`src/rtl/cpub_pkg.sv`:
```
// Shared request payload and read/write encoding for the CPU-B bus master.
package cpub_pkg;

  localparam int unsigned ADDR_W = 16;
  localparam int unsigned DATA_W = 8;

  localparam logic RW_READ  = 1'b1;
  localparam logic RW_WRITE = 1'b0;

  typedef struct packed {
    logic              rw;
    logic [ADDR_W-1:0] addr;
    logic [DATA_W-1:0] wdata;
  } cpub_req_t;

endpackage

```
`src/rtl/cpub_irq_sync.sv`:
```
// Two-flop synchronizer for the active-low IRQ line plus a sticky pending flag.
// Synchronous active-low reset; set dominates clear.
module cpub_irq_sync (
  input  logic clk,
  input  logic rst_n,
  input  logic irq_n,
  input  logic clr,
  output logic pend
);

  logic sync1_q;
  logic sync2_q;

  always_ff @(posedge clk) begin
    if (!rst_n) begin
      sync1_q <= 1'b1;
      sync2_q <= 1'b1;
      pend    <= 1'b0;
    end else begin
      sync1_q <= irq_n;
      sync2_q <= sync1_q;
      pend    <= !sync2_q || (pend && !clr);
    end
  end

endmodule

```
`src/rtl/cpub_bus_master.sv`:
```
// CPU-B bus master: free-running E clock and one multiplexed bus cycle per E period.
// Define CPUB_BUS_MASTER_IRQ_EN to build the synchronized IRQ pending latch.
module cpub_bus_master
  import cpub_pkg::*;
#(
  parameter int unsigned E_HALF = 3
) (
  input  logic              XTAL_IN,
  input  logic              RESET_IN,
  output logic              E_OUT,
  output logic              AS_OUT,
  output logic              RW_OUT,
  output logic [7:0]        A_HI_OUT,
  output logic [DATA_W-1:0] AL_OUT,
  input  logic [DATA_W-1:0] AL_IN,
  output logic              AL_IOM,
  input  logic              REQ_VALID_IN,
  output logic              REQ_READY_OUT,
  input  logic              REQ_RW_IN,
  input  logic [ADDR_W-1:0] REQ_ADDR_IN,
  input  logic [DATA_W-1:0] REQ_WDATA_IN,
  output logic              RSP_VALID_OUT,
  output logic [DATA_W-1:0] RSP_RDATA_OUT,
  input  logic              IRQ_IN,
  input  logic              IRQ_CLR_IN,
  output logic              IRQ_PEND_OUT
);

  localparam int unsigned       CNT_W     = 5;
  localparam logic [CNT_W-1:0]  CNT_LAST  = CNT_W'(2 * E_HALF - 1);
  localparam logic [CNT_W-1:0]  CNT_EHI   = CNT_W'(E_HALF);
  localparam logic [CNT_W-1:0]  CNT_ASEND = CNT_W'(E_HALF - 1);

  logic [CNT_W-1:0] cnt_q, cnt_d;
  cpub_req_t        hold_q, hold_d, act_q, act_d, in_req;
  logic             hold_vld_q, hold_vld_d, act_vld_q, act_vld_d;
  logic             wrap, accept, lo_half;
  logic             e_d, as_d, rw_d, iom_d, ready_d, rsp_vld_d;
  logic [7:0]       a_hi_d;
  logic [DATA_W-1:0] al_d, rdata_d;

  // Next state; outputs are decoded from the next state so they register in step with it.
  always_comb begin
    wrap         = (cnt_q == CNT_LAST);
    accept       = REQ_VALID_IN && REQ_READY_OUT;
    in_req.rw    = REQ_RW_IN;
    in_req.addr  = REQ_ADDR_IN;
    in_req.wdata = REQ_WDATA_IN;
    cnt_d        = wrap ? '0 : cnt_q + CNT_W'(1);
    hold_d       = hold_q;
    hold_vld_d   = hold_vld_q;
    act_d        = act_q;
    act_vld_d    = act_vld_q;

    // Period boundary: held request wins, else a same-edge request goes straight to active.
    if (wrap) begin
      hold_vld_d = 1'b0;
      if (hold_vld_q) begin
        act_d     = hold_q;
        act_vld_d = 1'b1;
      end else if (accept) begin
        act_d     = in_req;
        act_vld_d = 1'b1;
      end else begin
        act_vld_d = 1'b0;
      end
    end else if (accept) begin
      hold_d     = in_req;
      hold_vld_d = 1'b1;
    end

    lo_half = (cnt_d < CNT_EHI);
    e_d     = !lo_half;
    as_d    = act_vld_d && (cnt_d < CNT_ASEND);
    rw_d    = act_vld_d ? act_d.rw : RW_READ;
    a_hi_d  = act_vld_d ? act_d.addr[15:8] : A_HI_OUT;
    al_d    = AL_OUT;
    iom_d   = 1'b0;
    if (act_vld_d) begin
      if (lo_half) begin
        al_d  = act_d.addr[7:0];
        iom_d = 1'b1;
      end else if (act_d.rw == RW_WRITE) begin
        al_d  = act_d.wdata;
        iom_d = 1'b1;
      end
    end

    ready_d   = !hold_vld_d;
    rsp_vld_d = wrap && act_vld_q && (act_q.rw == RW_READ);
    rdata_d   = rsp_vld_d ? AL_IN : RSP_RDATA_OUT;
  end

  always_ff @(posedge XTAL_IN) begin
    if (!RESET_IN) begin
      cnt_q         <= '0;
      hold_q        <= '0;
      hold_vld_q    <= 1'b0;
      act_q         <= '0;
      act_vld_q     <= 1'b0;
      E_OUT         <= 1'b0;
      AS_OUT        <= 1'b0;
      RW_OUT        <= RW_READ;
      A_HI_OUT      <= '0;
      AL_OUT        <= '0;
      AL_IOM        <= 1'b0;
      REQ_READY_OUT <= 1'b0;
      RSP_VALID_OUT <= 1'b0;
      RSP_RDATA_OUT <= '0;
    end else begin
      cnt_q         <= cnt_d;
      hold_q        <= hold_d;
      hold_vld_q    <= hold_vld_d;
      act_q         <= act_d;
      act_vld_q     <= act_vld_d;
      E_OUT         <= e_d;
      AS_OUT        <= as_d;
      RW_OUT        <= rw_d;
      A_HI_OUT      <= a_hi_d;
      AL_OUT        <= al_d;
      AL_IOM        <= iom_d;
      REQ_READY_OUT <= ready_d;
      RSP_VALID_OUT <= rsp_vld_d;
      RSP_RDATA_OUT <= rdata_d;
    end
  end

`ifdef CPUB_BUS_MASTER_IRQ_EN
  cpub_irq_sync u_irq_sync (
    .clk   (XTAL_IN),
    .rst_n (RESET_IN),
    .irq_n (IRQ_IN),
    .clr   (IRQ_CLR_IN),
    .pend  (IRQ_PEND_OUT)
  );
`else
  logic irq_unused;
  assign irq_unused   = IRQ_IN ^ IRQ_CLR_IN;
  assign IRQ_PEND_OUT = 1'b0;
`endif

endmodule

```
`config.mk`:
```
export PLATFORM = sky130hd
export DESIGN_NAME = cpub_bus_master
export DESIGN_NICKNAME = d
export VERILOG_FILES = /design/src/rtl/cpub_pkg.sv /design/src/rtl/cpub_irq_sync.sv /design/src/rtl/cpub_bus_master.sv
export SDC_FILE = /design/constraint.sdc
export NUM_CORES = 1
export LEC_CHECK = 0
export ABC_AREA = 1
export BUFFER_PORTS_ARGS = -buffer_cell sky130_fd_sc_hd__buf_2
export CAP_MARGIN = 20
export CELL_PAD_IN_SITES_DETAIL_PLACEMENT = 1
export CELL_PAD_IN_SITES_GLOBAL_PLACEMENT = 2
export CORE_UTILIZATION = 27
export DETAILED_ROUTE_END_ITERATION = 8
export HOLD_SLACK_MARGIN = 0.15
export PLACE_DENSITY_LB_ADDON = 0.08
export SYNTH_ARGS = -nofsm -noshare
export SYNTH_HDL_FRONTEND = slang
export SYNTH_SLANG_ARGS = --single-unit
export TNS_END_PERCENT = 10
```
`constraint.sdc`:
```
create_clock -name XTAL_IN -period 1.7 [get_ports XTAL_IN]
set_input_delay 0.34 -clock XTAL_IN [delete_from_list [all_inputs] [get_ports XTAL_IN]]
set_output_delay 0.34 -clock XTAL_IN [all_outputs]
set_load 0.1 [all_outputs]
```
==> impl_metrics.csv, run 1 <==
group,metric,value,unit
outcome,status,"finished clean",
sta,finClkSkew,0.00581,ns
sta,finalCritPeriodShare,97.9,%
sta,relSlewSlack,65.9,%
place,numPortBuffers,65,
worst_hold_path,hold_path_class,"input pin to flip-flop",
routing,wl_per_cell,13.6,um
yosys,yosys.area_share.simple,24.7,%
yosys,synthTopCellsByArea,"dfxtp_1 49%, nor2_1 10%, o21ai_0 9.2%",
flow_run,maxCapViolCount,0,
yosys,yosys.area_share.xor_xnor,0,%
sta,finalSetupViolations,0,
place,gp_congestion,0.708,
sta,rsz0062_at_grt,"true",
clock_tree,numClockSinks,87,
setup_path,worstPathRequired,1.94,ns
die,die_area,13700,sq um
yosys,synth-seq-cells,87,
setup_path,cp-start-kind,"flip-flop",
setup_path,path_buf_inv,4,
yosys,synth_top_family_by_area,"simple AND/OR/NAND/NOR gates",
yosys,async_flop_share,0,%
finish,multiInputGateArea,1710,sq um
setup_path,ff2ff_setup_slack,0.04,ns
power,p_per_area,966,nW/um^2
routing,num_vias,3335,
clock_tree,cts_buffer_depth,2,
finish,seqCellArea,1750,sq um
setup_path,timing.rr.start,"cnt_q[1]",
clock_tree,root_buffer,"clkbuf_16",
die,row_count,41,
finish,diodes,0,
sta,finalCriticalPeriod,1.66,ns
yosys,yosysTopAreaCell,"dfxtp_1",
finish,final_util,37.6,%
global_routing,first_global_vias,3250,
setup_path,worstPathArrival,1.91,ns
finish,final_area,4810,sq um
finish,fill_cells,1576,
routing,drc,0,
finish,final_layout_size_suffix_gt1_share,31.2,%
yosys,synth_most_common_cell,"nor2_1",
routing,drtIter0Drc,111,
setup_path,rr_endpoint,"AL_OUT[6]",
yosys,synth-seq-area-share,48.8,%
sta,max_freq,601,MHz
yosys,muxShareOfSynthArea,0,%
sta,tightest_slew,0.514,ns
global_routing,grt_pass1_wl,15900,um
die,ios,69,
die,fp.coreArea,12800,sq um
global_routing,grt_usage,15.5,%
finish,syn2layout_area_growth,34.6,%
global_routing,grt_max_degree,44,
die,die_w,117,um
setup_path,critPathMaxStageDelay,0.34,ns
worst_hold_path,min_to,"hold_q[9]",
routing,vias_per_cell,4.45,
yosys,synth_common_cells,"98 x nor2_1, 87 x dfxtp_1, 79 x nand2_1",
finish,final_cells,749,
yosys,synth_top_cell_area_share,48.8,%
setup_path,critPathCaptureType,"flip-flop",
routing,drt-total-wl,10200,um
clock_tree,insertion_delay,0.35,ns
setup_path,slowest_stage,"dfxtp_2",
die,start_util,28.0,%
place,hpwl,6710,um
yosys,ys.flop_type,"dfxtp_1",
yosys,synth_nets,531,
yosys,netlist_area,3570,sq um
global_routing,overflow,0,
setup_path,crit_family,"simple AND/OR/NAND/NOR gates",
sta,slew_violations,0,
clock_tree,cts_max_level,3,
sta,hold_slack,0.226,ns
global_routing,antenna_found_initial,0,
yosys,avgSynthCellArea,7.28,sq um
routing,ant_nets,0,
yosys,synth_fa_ha_area_share,0.701,%
yosys,synth-edff-count,0,
finish,layout.nets,612,
power,leakage,2.13,nW
yosys,synth-compound-area-share,16.2,%
setup_path,rr_worst_depth,13,
worst_hold_path,hold_depth,3,
setup_path,path_cells,"inv_2 -> ha_4 -> nand2_1 -> inv_2 -> nand2_4 -> inv_6 -> buf_4 -> nand2_1 -> nand2_2 -> o21ai_4 -> nand2_4 -> nor2_1 -> nor2_1",
clock_tree,cts_buffers,9,
place,placed_cells,728,
place,placed_area,4230,sq um
die,die_h,117,um
yosys,synthDistinctLibCells,29,
routing,drt_first_pass_iters,4,
yosys,netlist_instances,491,
power,peakVddDrop,391,uV
worst_hold_path,holdCritStartpoint,"REQ_ADDR_IN[1]",
sta,hold_violations,0,
clock_tree,cts_tree,"yes",
clock_tree,clk_pin_slew,0.06,ns
setup_path,cp_max_fo,8,
setup_path,crit_type,"flip-flop to flip-flop",
clock_tree,holdBufCountCts,0,
yosys,yosysWarnings,0,
[state kept, by name, summed over array words and instances (netlist names), 5 cells and up]
signal / flops
RSP_RDATA_OUT: 8
cnt_q: 5
act_q: 25
A_HI_OUT: 8
AL_OUT: 8
hold_q: 25
[routing by layer]
layer | vias to the layer above | global-route usage (%) | wire length (um)
met1 | 1554 | 21.1 | 5330
met3 | 11 | 2.94 | 307
li1 | 1714 | - | -
met4 | 0 | 7.34 | 201
met5 | - | 0 | 0
met2 | 56 | 23.4 | 4360
[where the power goes]
part	leakage, nW	internal [mW]	switching (mW)
Clock	0.127	0.989	0.864
Sequential	0.708	2.11	0.0342
Combinational	1.29	0.214	0.432
[cell families (layout without fill, tap and decap cells)]
kind of cell,Yosys count,in the layout
AOI/OAI and AO/OA,111,111
adders and majority gates,2,2
buffers and inverters,79,162
DFF,87,87
other,1,1
and+or+nand+nor,211,214
[metrics by stage]
step | worst slack, ns | TNS, ns | total power [mW]
2_1_floorplan | 0.128 | 0 | 2.57
3_3_place_gp | -0.0177 | -0.0874 | 2.78
6_report | 0.0358 | 0 | 4.64
4_1_cts | -0.0398 | -0.0476 | 4.69
3_5_place_dp | -0.0579 | -0.402 | 2.79
5_1_grt | -0.0720 | -1.14 | 4.87
[worst register-to-register path, stage by stage, from the launching register on]
cell and delay (ns):
dfxtp_2 0.34, inv_2 0.05, ha_4 0.14, nand2_1 0.07, inv_2 0.04, nand2_4 0.10, inv_6 0.06, buf_4 0.16
nand2_1 0.08, nand2_2 0.08, o21ai_4 0.11, nand2_4 0.17, nor2_1 0.12, nor2_1 0.05
[cells in the final DEF, fill, tap and decap left out, types with 11 or more instances in the layout]
cell       instances
a21oi_1           26
buf_2             65
buf_4             15
clkbuf_16         11
dfxtp_1           84
inv_1             47
nand2_1           69
nand2_2           13
nor2_1            90
o21ai_0           56
o21ai_1           14
[cell type report]
type                    count  share of cell area [%]
repair buffers             92                    13.4
clock inverters             7                    1.04
flip-flops and latches     87                    36.4
well taps                 172                    4.48
inverters                  54                    4.37
multi-input cells         328                    35.6
clock buffers               9                    4.69
[how the worst max path moves through the flow]
stage / start / to / slack (ns) / depth (start not counted)
6_report: cnt_q[1] / AL_OUT[6] / 0.04 / 13
2_1_floorplan: REQ_READY_OUT / AL_OUT[0] / 0.13 / 8
4_1_cts: cnt_q[1] / AL_OUT[0] / -0.04 / 13
3_5_place_dp: cnt_q[0] / AL_OUT[7] / -0.06 / 13
5_1_grt: cnt_q[0] / AL_OUT[6] / -0.07 / 13
3_3_place_gp: cnt_q[0] / AL_OUT[6] / -0.02 / 13
[timing repair]
action | in CTS | in global routing
cloned | 0 | 5
setup buffers | 0 | 1
pin swaps | 0 | 18
resized for setup | 5 | 64
endpoints found under the setup margin | 10 | 42
(Power assumes the default switching activity.)
==> run 2, diff against run 1 <==
CELL_PAD_IN_SITES_GLOBAL_PLACEMENT = 1   (was 2)
CORE_UTILIZATION = 35   (was 27)
==> run 2 against run 1 <==
Compared with the run above:
- the run now ends with negative setup slack left
- hold slack improved by 0.0022 ns
- final cell count fell by 5.5%
- sequential share of layout area rose by 0.52 points
- clock power fell by 26%
- register-to-register slack got worse by 0.07 ns
- core utilization rose by 11 points
- maximum frequency fell by 4.0%
- routed wire length fell by 5.8%
- critical path type unchanged
- highest routed layer unchanged
==> impl_metrics.csv, run 2 (same netlist as run 1, synthesis figures left out) <==
group,metric,value,unit
finish,final_area,4750,sq um
routing,drc,0,
outcome,status,"complete, but fails checks",
die,row_count,36,
global_routing,antenna_found_initial,0,
setup_path,rr_endpoint,"A_HI_OUT[1]",
sta,hold_slack,0.228,ns
worst_hold_path,hold_path_class,"input pin to flip-flop",
setup_path,rr_worst_depth,11,
sta,slew_violations,0,
die,die_h,103,um
setup_path,crit_family,"buffers and inverters",
finish,final_layout_size_suffix_gt1_share,33.7,%
sta,rsz0062_at_grt,"true",
outcome,failed_checks,"negative setup slack",
routing,drt_first_pass_iters,4,
setup_path,critPathMaxStageDelay,0.37,ns
worst_hold_path,hold_depth,3,
clock_tree,numClockSinks,87,
routing,drtIter0Drc,77,
sta,tns,-0.124,ns
finish,final_common_cell,"nor2_1",
sta,finalCritPeriodShare,102,%
finish,syn2layout_area_growth,32.9,%
finish,layout.nets,611,
setup_path,timing.rr.start,"cnt_q[1]",
finish,fill_cells,1280,
setup_path,cp-start-kind,"flip-flop",
finish,diodes,0,
routing,vias_per_cell,4.69,
clock_tree,insertion_delay,0.35,ns
clock_tree,cts_buffer_depth,2,
clock_tree,cts_tree,"yes",
sta,finalCriticalPeriod,1.73,ns
routing,num_vias,3318,
routing,drt-total-wl,9610,um
place,gp_congestion,0.755,
worst_hold_path,holdCritStartpoint,"REQ_ADDR_IN[11]",
routing,ant_nets,0,
place,numPortBuffers,65,
global_routing,first_global_vias,3165,
global_routing,grt_usage,18.6,%
global_routing,grt_max_degree,33,
clock_tree,root_buffer,"clkbuf_8",
finish,layout.cells.most_common_list,"96 x nor2_1, 84 x dfxtp_1, 65 x buf_2, 53 x nand2_1, 48 x o21ai_0",
clock_tree,clk_pin_slew,0.09,ns
worst_hold_path,min_to,"hold_q[19]",
power,p_total,4.18,mW
die,fp.coreArea,9820,sq um
sta,finalSetupViolations,7,
place,placed_area,4190,sq um
sta,max_freq,577,MHz
setup_path,worstPathArrival,1.97,ns
power,peakVddDrop,334,uV
sta,finClkSkew,0.00996,ns
finish,reg_top3,"act_q (25), hold_q (25)",
setup_path,path_cells,"inv_2 -> ha_4 -> nand2_2 -> inv_2 -> nand2_4 -> inv_6 -> nand2_8 -> buf_12 -> buf_4 -> a21oi_1 -> a21oi_1",
place,hpwl,6540,um
power,leakage,2.11,nW
routing,wl_per_cell,13.6,um
flow_run,maxCapViolCount,0,
sta,hold_violations,0,
setup_path,crit_type,"flip-flop to flip-flop",
sta,setup_ws,-0.0338,ns
setup_path,path_buf_inv,5,
global_routing,grt_pass1_wl,15100,um
die,die_w,103,um
clock_tree,cts_buffers,9,
finish,final_util,48.3,%
die,ios,69,
setup_path,ff2ff_setup_slack,-0.03,ns
setup_path,critPathCaptureType,"flip-flop",
setup_path,worstPathRequired,1.93,ns
die,die_area,10600,sq um
setup_path,slowest_stage,"dfxtp_4",
global_routing,overflow,0,
die,start_util,36.4,%
clock_tree,cts_max_level,3,
setup_path,cp_max_fo,8,
power,p_per_area,881,nW/um^2
clock_tree,holdBufCountCts,0,
run 2: how the worst max path moves through the flow:
stage | startpoint | endpoint | slack [ns] | depth (start not counted)
after global placement | cnt_q[0] | AL_OUT[0] | 0.01 | 12
after detailed placement | cnt_q[1] | hold_q[5] | -0.08 | 12
final | cnt_q[1] | A_HI_OUT[1] | -0.03 | 11
after global routing | cnt_q[1] | AL_OUT[1] | -0.11 | 14
after floorplan | REQ_READY_OUT | AL_OUT[0] | 0.13 | 8
after CTS | cnt_q[1] | A_HI_OUT[4] | 0.008 | 11
run 2: final cells by class:
cell class / instances / area [sq um] / area share [%]
Sequential cell: 87 / 1750 / 36.9
Clock inverter: 4 / 47.5 / 1.00
Multi-Input combinational cell: 327 / 1780 / 37.5
Tap cell: 133 / 166 / 3.51
Inverter: 54 / 210 / 4.43
Clock buffer: 11 / 131 / 2.77
Timing Repair Buffer: 92 / 659 / 13.9
run 2: metal layers:
layer / wire (um) / track usage, %
met2: 4430 / 29.7
met5: 0 / 0
met3: 339 / 2.92
met1: 4800 / 25.5
met4: 36 / 6.61
run 2: power by group:
| group | internal (mW) | total (mW) | switching [mW] |
|---|---|---|---|
| Clock | 0.668 | 1.37 | 0.705 |
| Sequential | 2.11 | 2.15 | 0.0367 |
| Combinational | 0.219 | 0.663 | 0.444 |
| Total | 3.00 | 4.18 | 1.19 |
run 2: worst register-to-register path: cells and delay by family (launching register included):
kind	cells	cell delay (ns)
buf+inv	5	0.59
flops	1	0.37
compound gates	2	0.29
simple gates	3	0.24
fa+ha+maj	1	0.13
run 2: what timing repair did:
action / 4_1_cts / 5_1_grt
resized for setup: 17 / 84
gates cloned: 1 / 3
pin swaps: 0 / 21
setup buffers: 0 / 1
endpoints found under the setup margin: 24 / 43
hold endpoints to repair: 0 / 0
run 2: stage by stage:
| step | std cells | setup slack [ns] |
|---|---|---|
| 6_report | 708 | -0.0338 |
| 3_5_place_dp | 688 | -0.0758 |
| 3_3_place_gp | 688 | 0.0133 |
| 5_1_grt | 708 | -0.111 |
| 4_1_cts | 704 | 0.00831 |
| 2_1_floorplan | 491 | 0.128 |
==> run 3, diff against run 2 <==
ABC_AREA = 0   (was 1)
CORE_MARGIN = 5   (was not set)
CORE_UTILIZATION = 37   (was 35)
==> run 3 against run 2 <==
Compared with the run above:
- the flow still finishes with violations (negative setup slack)
- sequential cell count did not move
- critical endpoint is now AL_OUT[7]
- hold slack got worse by 0.0051 ns
- sequential share of layout area grew 1.9 points
==> impl_metrics.csv, run 3 <==
group,metric,value,unit
outcome,status,"complete, but fails checks",
outcome,failed_checks,"negative setup slack",
worst_hold_path,holdCritStartpoint,"AL_IN[7]",
clock_tree,holdBufCountCts,0,
sta,hold_violations,0,
global_routing,grt_usage,16.5,%
clock_tree,cts_buffer_depth,2,
yosys,synth_top_cell_area_share,50.2,%
global_routing,use_met2,27.7,%
setup_path,startpoint,"cnt_q[1]",
die,die_w,107,um
global_routing,globalRouteMet1Util,21.6,%
setup_path,worstPathArrival,2.02,ns
sta,setup_ws,-0.0829,ns
place,hpwl,6200,um
flow_run,maxCapViolCount,0,
setup_path,crit_type,"flip-flop to flip-flop",
power,peakVddDrop,532,uV
global_routing,grt_pass1_wl,15200,um
global_routing,overflow,0,
yosys,netlist_area,3470,sq um
clock_tree,cts_max_level,3,
finish,layout.nets,507,
die,start_util,37.8,%
global_routing,grt.met3_usage,3.49,%
clock_tree,cts_buffers,9,
die,row_count,35,
global_routing,first_global_vias,3032,
routing,num_vias,2997,
yosys,synthDistinctLibCells,37,
yosys,synth-seq-cells,87,
yosys,netlist_instances,387,
yosys,synth-seq-area-share,50.2,%
sta,finalSetupViolations,16,
yosys,synth-edff-count,0,
clock_tree,cts_tree,"yes",
sta,finalCritPeriodShare,105,%
sta,tns,-0.750,ns
global_routing,antenna_found_initial,0,
setup_path,path_cells,"inv_4 -> ha_4 -> and4bb_4 -> mux2i_4 -> nand2b_4 -> nor2_4 -> a32o_1",
sta,max_freq,561,MHz
routing,ant_nets,0,
setup_path,slowest_stage,"dfxtp_4",
yosys,synth_nets,427,
routing,drt_first_pass_iters,4,
clock_tree,root_buffer,"clkbuf_8",
routing,drt-total-wl,9080,um
routing,drc,0,
power,p_per_area,916,nW/um^2
yosys,async_flop_share,0,%
global_routing,grt_max_degree,33,
finish,final_common_cell,"nand2_1",
finish,layout.cells.most_common_list,"88 x nand2_1, 83 x dfxtp_1, 65 x buf_2, 40 x a21oi_1, 35 x nor2_1",
clock_tree,insertion_delay,0.34,ns
sta,rsz0062_at_grt,"true",
finish,final_layout_size_suffix_gt1_share,30.3,%
yosys,synthTopCellsByArea,"dfxtp_1 50%, nand2_1 9.6%, mux2i_1 9.5%",
sta,finalCriticalPeriod,1.78,ns
setup_path,cp-start-kind,"flip-flop",
routing,vias_per_cell,5.14,
yosys,synth_most_common_cell,"nand2_1",
routing,wl_per_cell,15.6,um
clock_tree,clk_pin_slew,0.09,ns
yosys,ys.flop_type,"dfxtp_1",
sta,slew_violations,0,
die,ios,69,
finish,syn2layout_area_growth,29.9,%
die,die_h,107,um
sta,finClkSkew,0.00926,ns
setup_path,critPathMaxStageDelay,0.38,ns
clock_tree,numClockSinks,87,
place,dp_slack,-0.125,ns
setup_path,timing.rr.start,"cnt_q[1]",
finish,reg_top3,"act_q (25), hold_q (25)",
yosys,avgSynthCellArea,8.97,sq um
power,leakage,1.72,nW
setup_path,worstPathRequired,1.94,ns
yosys,yosysWarnings,0,
place,gp_congestion,0.698,
die,die_area,11400,sq um
die,fp.coreArea,9200,sq um
setup_path,critPathCaptureType,"flip-flop",
power,p_total,4.13,mW
setup_path,cp_max_fo,9,
finish,diodes,0,
yosys,synth_common_cells,"89 x nand2_1, 87 x dfxtp_1, 44 x a21oi_1",
place,numPortBuffers,65,
routing,drtIter0Drc,88,
worst_hold_path,hold_path_class,"input pin to flip-flop",
global_routing,busiest_layer,"met2",
yosys,yosysTopAreaCell,"dfxtp_1",
==> run 3: changes by cell type after synthesis, sizes merged, moves of 4 or more <==
cell,delta
a211o,+8
a211oi,+18
a21oi,+10
a32o,+9
buf,-8
clkbuf,+8
inv,-51
mux2i,+34
nand2,+4
nor2,-64
nor3,-10
nor3b,+8
o21ai,-73
or2,-8
==> run 3: logic make-up (layout without fill, tap and decap cells) <==
logic type      Yosys count  after routing  share of synthesized area, %
other cells               1              1                         0.108
buf+inv                  28            113                          3.50
xor+xnor                  3              3                         0.757
fa+ha+maj                 2              2                         0.721
flops                    87             87                          50.2
compound gates           88             88                          17.4
simple gates            144            144                          17.5
mux                      34             34                          9.91
==> run 3: layout make-up <==
cell class,instances,area [sq um]
Fill cell,1108,4680
Sequential cell,87,1750
Multi-Input combinational cell,272,1750
Timing Repair Buffer,94,654
Clock buffer,11,163
Tap cell,111,139
Clock inverter,5,36.3
Inverter,3,13.8
==> run 3: layer usage <==
layer	part of all wire, %	vias up	wire length, um
li1	-	1503	-
met1	47	1435	4280
met2	48	48	4390
met3	3.2	11	288
met4	1.3	0	116
met5	0	-	0
==> run 3: final timing paths <==
| kind | to | cells after the start | slack [ns] |
|---|---|---|---|
| setup / recovery | AL_OUT[7] | 7 | -0.08 |
| hold reg to reg | RSP_RDATA_OUT[6] | 2 | 0.46 |
| hold / removal | RSP_RDATA_OUT[7] | 3 | 0.22 |
| setup reg to reg | AL_OUT[7] | 7 | -0.08 |
==> run 3: worst max-delay path, delay by kind of cell, from the launching register on <==
kind / cells / cell delay (ns)
simple gates: 3 / 0.54
flops: 1 / 0.38
mux: 1 / 0.28
compound gates: 1 / 0.27
fa+ha+maj: 1 / 0.16
buf+inv: 1 / 0.06
==> run 3: metrics by stage <==
step	utilization [%]	area, sq um	hold WS [ns]	instances
detailed placement	45.2	4160	0.450	561
global route	49.1	4510	0.203	583
global placement	45.2	4160	0.440	561
finish	49.1	4510	0.223	583
CTS	47.9	4400	0.203	581
floorplan	-	3520	0.436	387
==> run 3: power breakdown <==
| part | internal (mW) | total, mW | switching [mW] |
|---|---|---|---|
| sequential | 2.09 | 2.13 | 0.0365 |
| combinational | 0.254 | 0.579 | 0.326 |
| clock | 0.672 | 1.43 | 0.756 |
| total | 3.01 | 4.13 | 1.12 |
==> run 3: what timing repair did <==
item	CTS	global route
buffers inserted	4	2
resized for setup	4	22
endpoints found under the setup margin	17	35
pin swaps	4	9
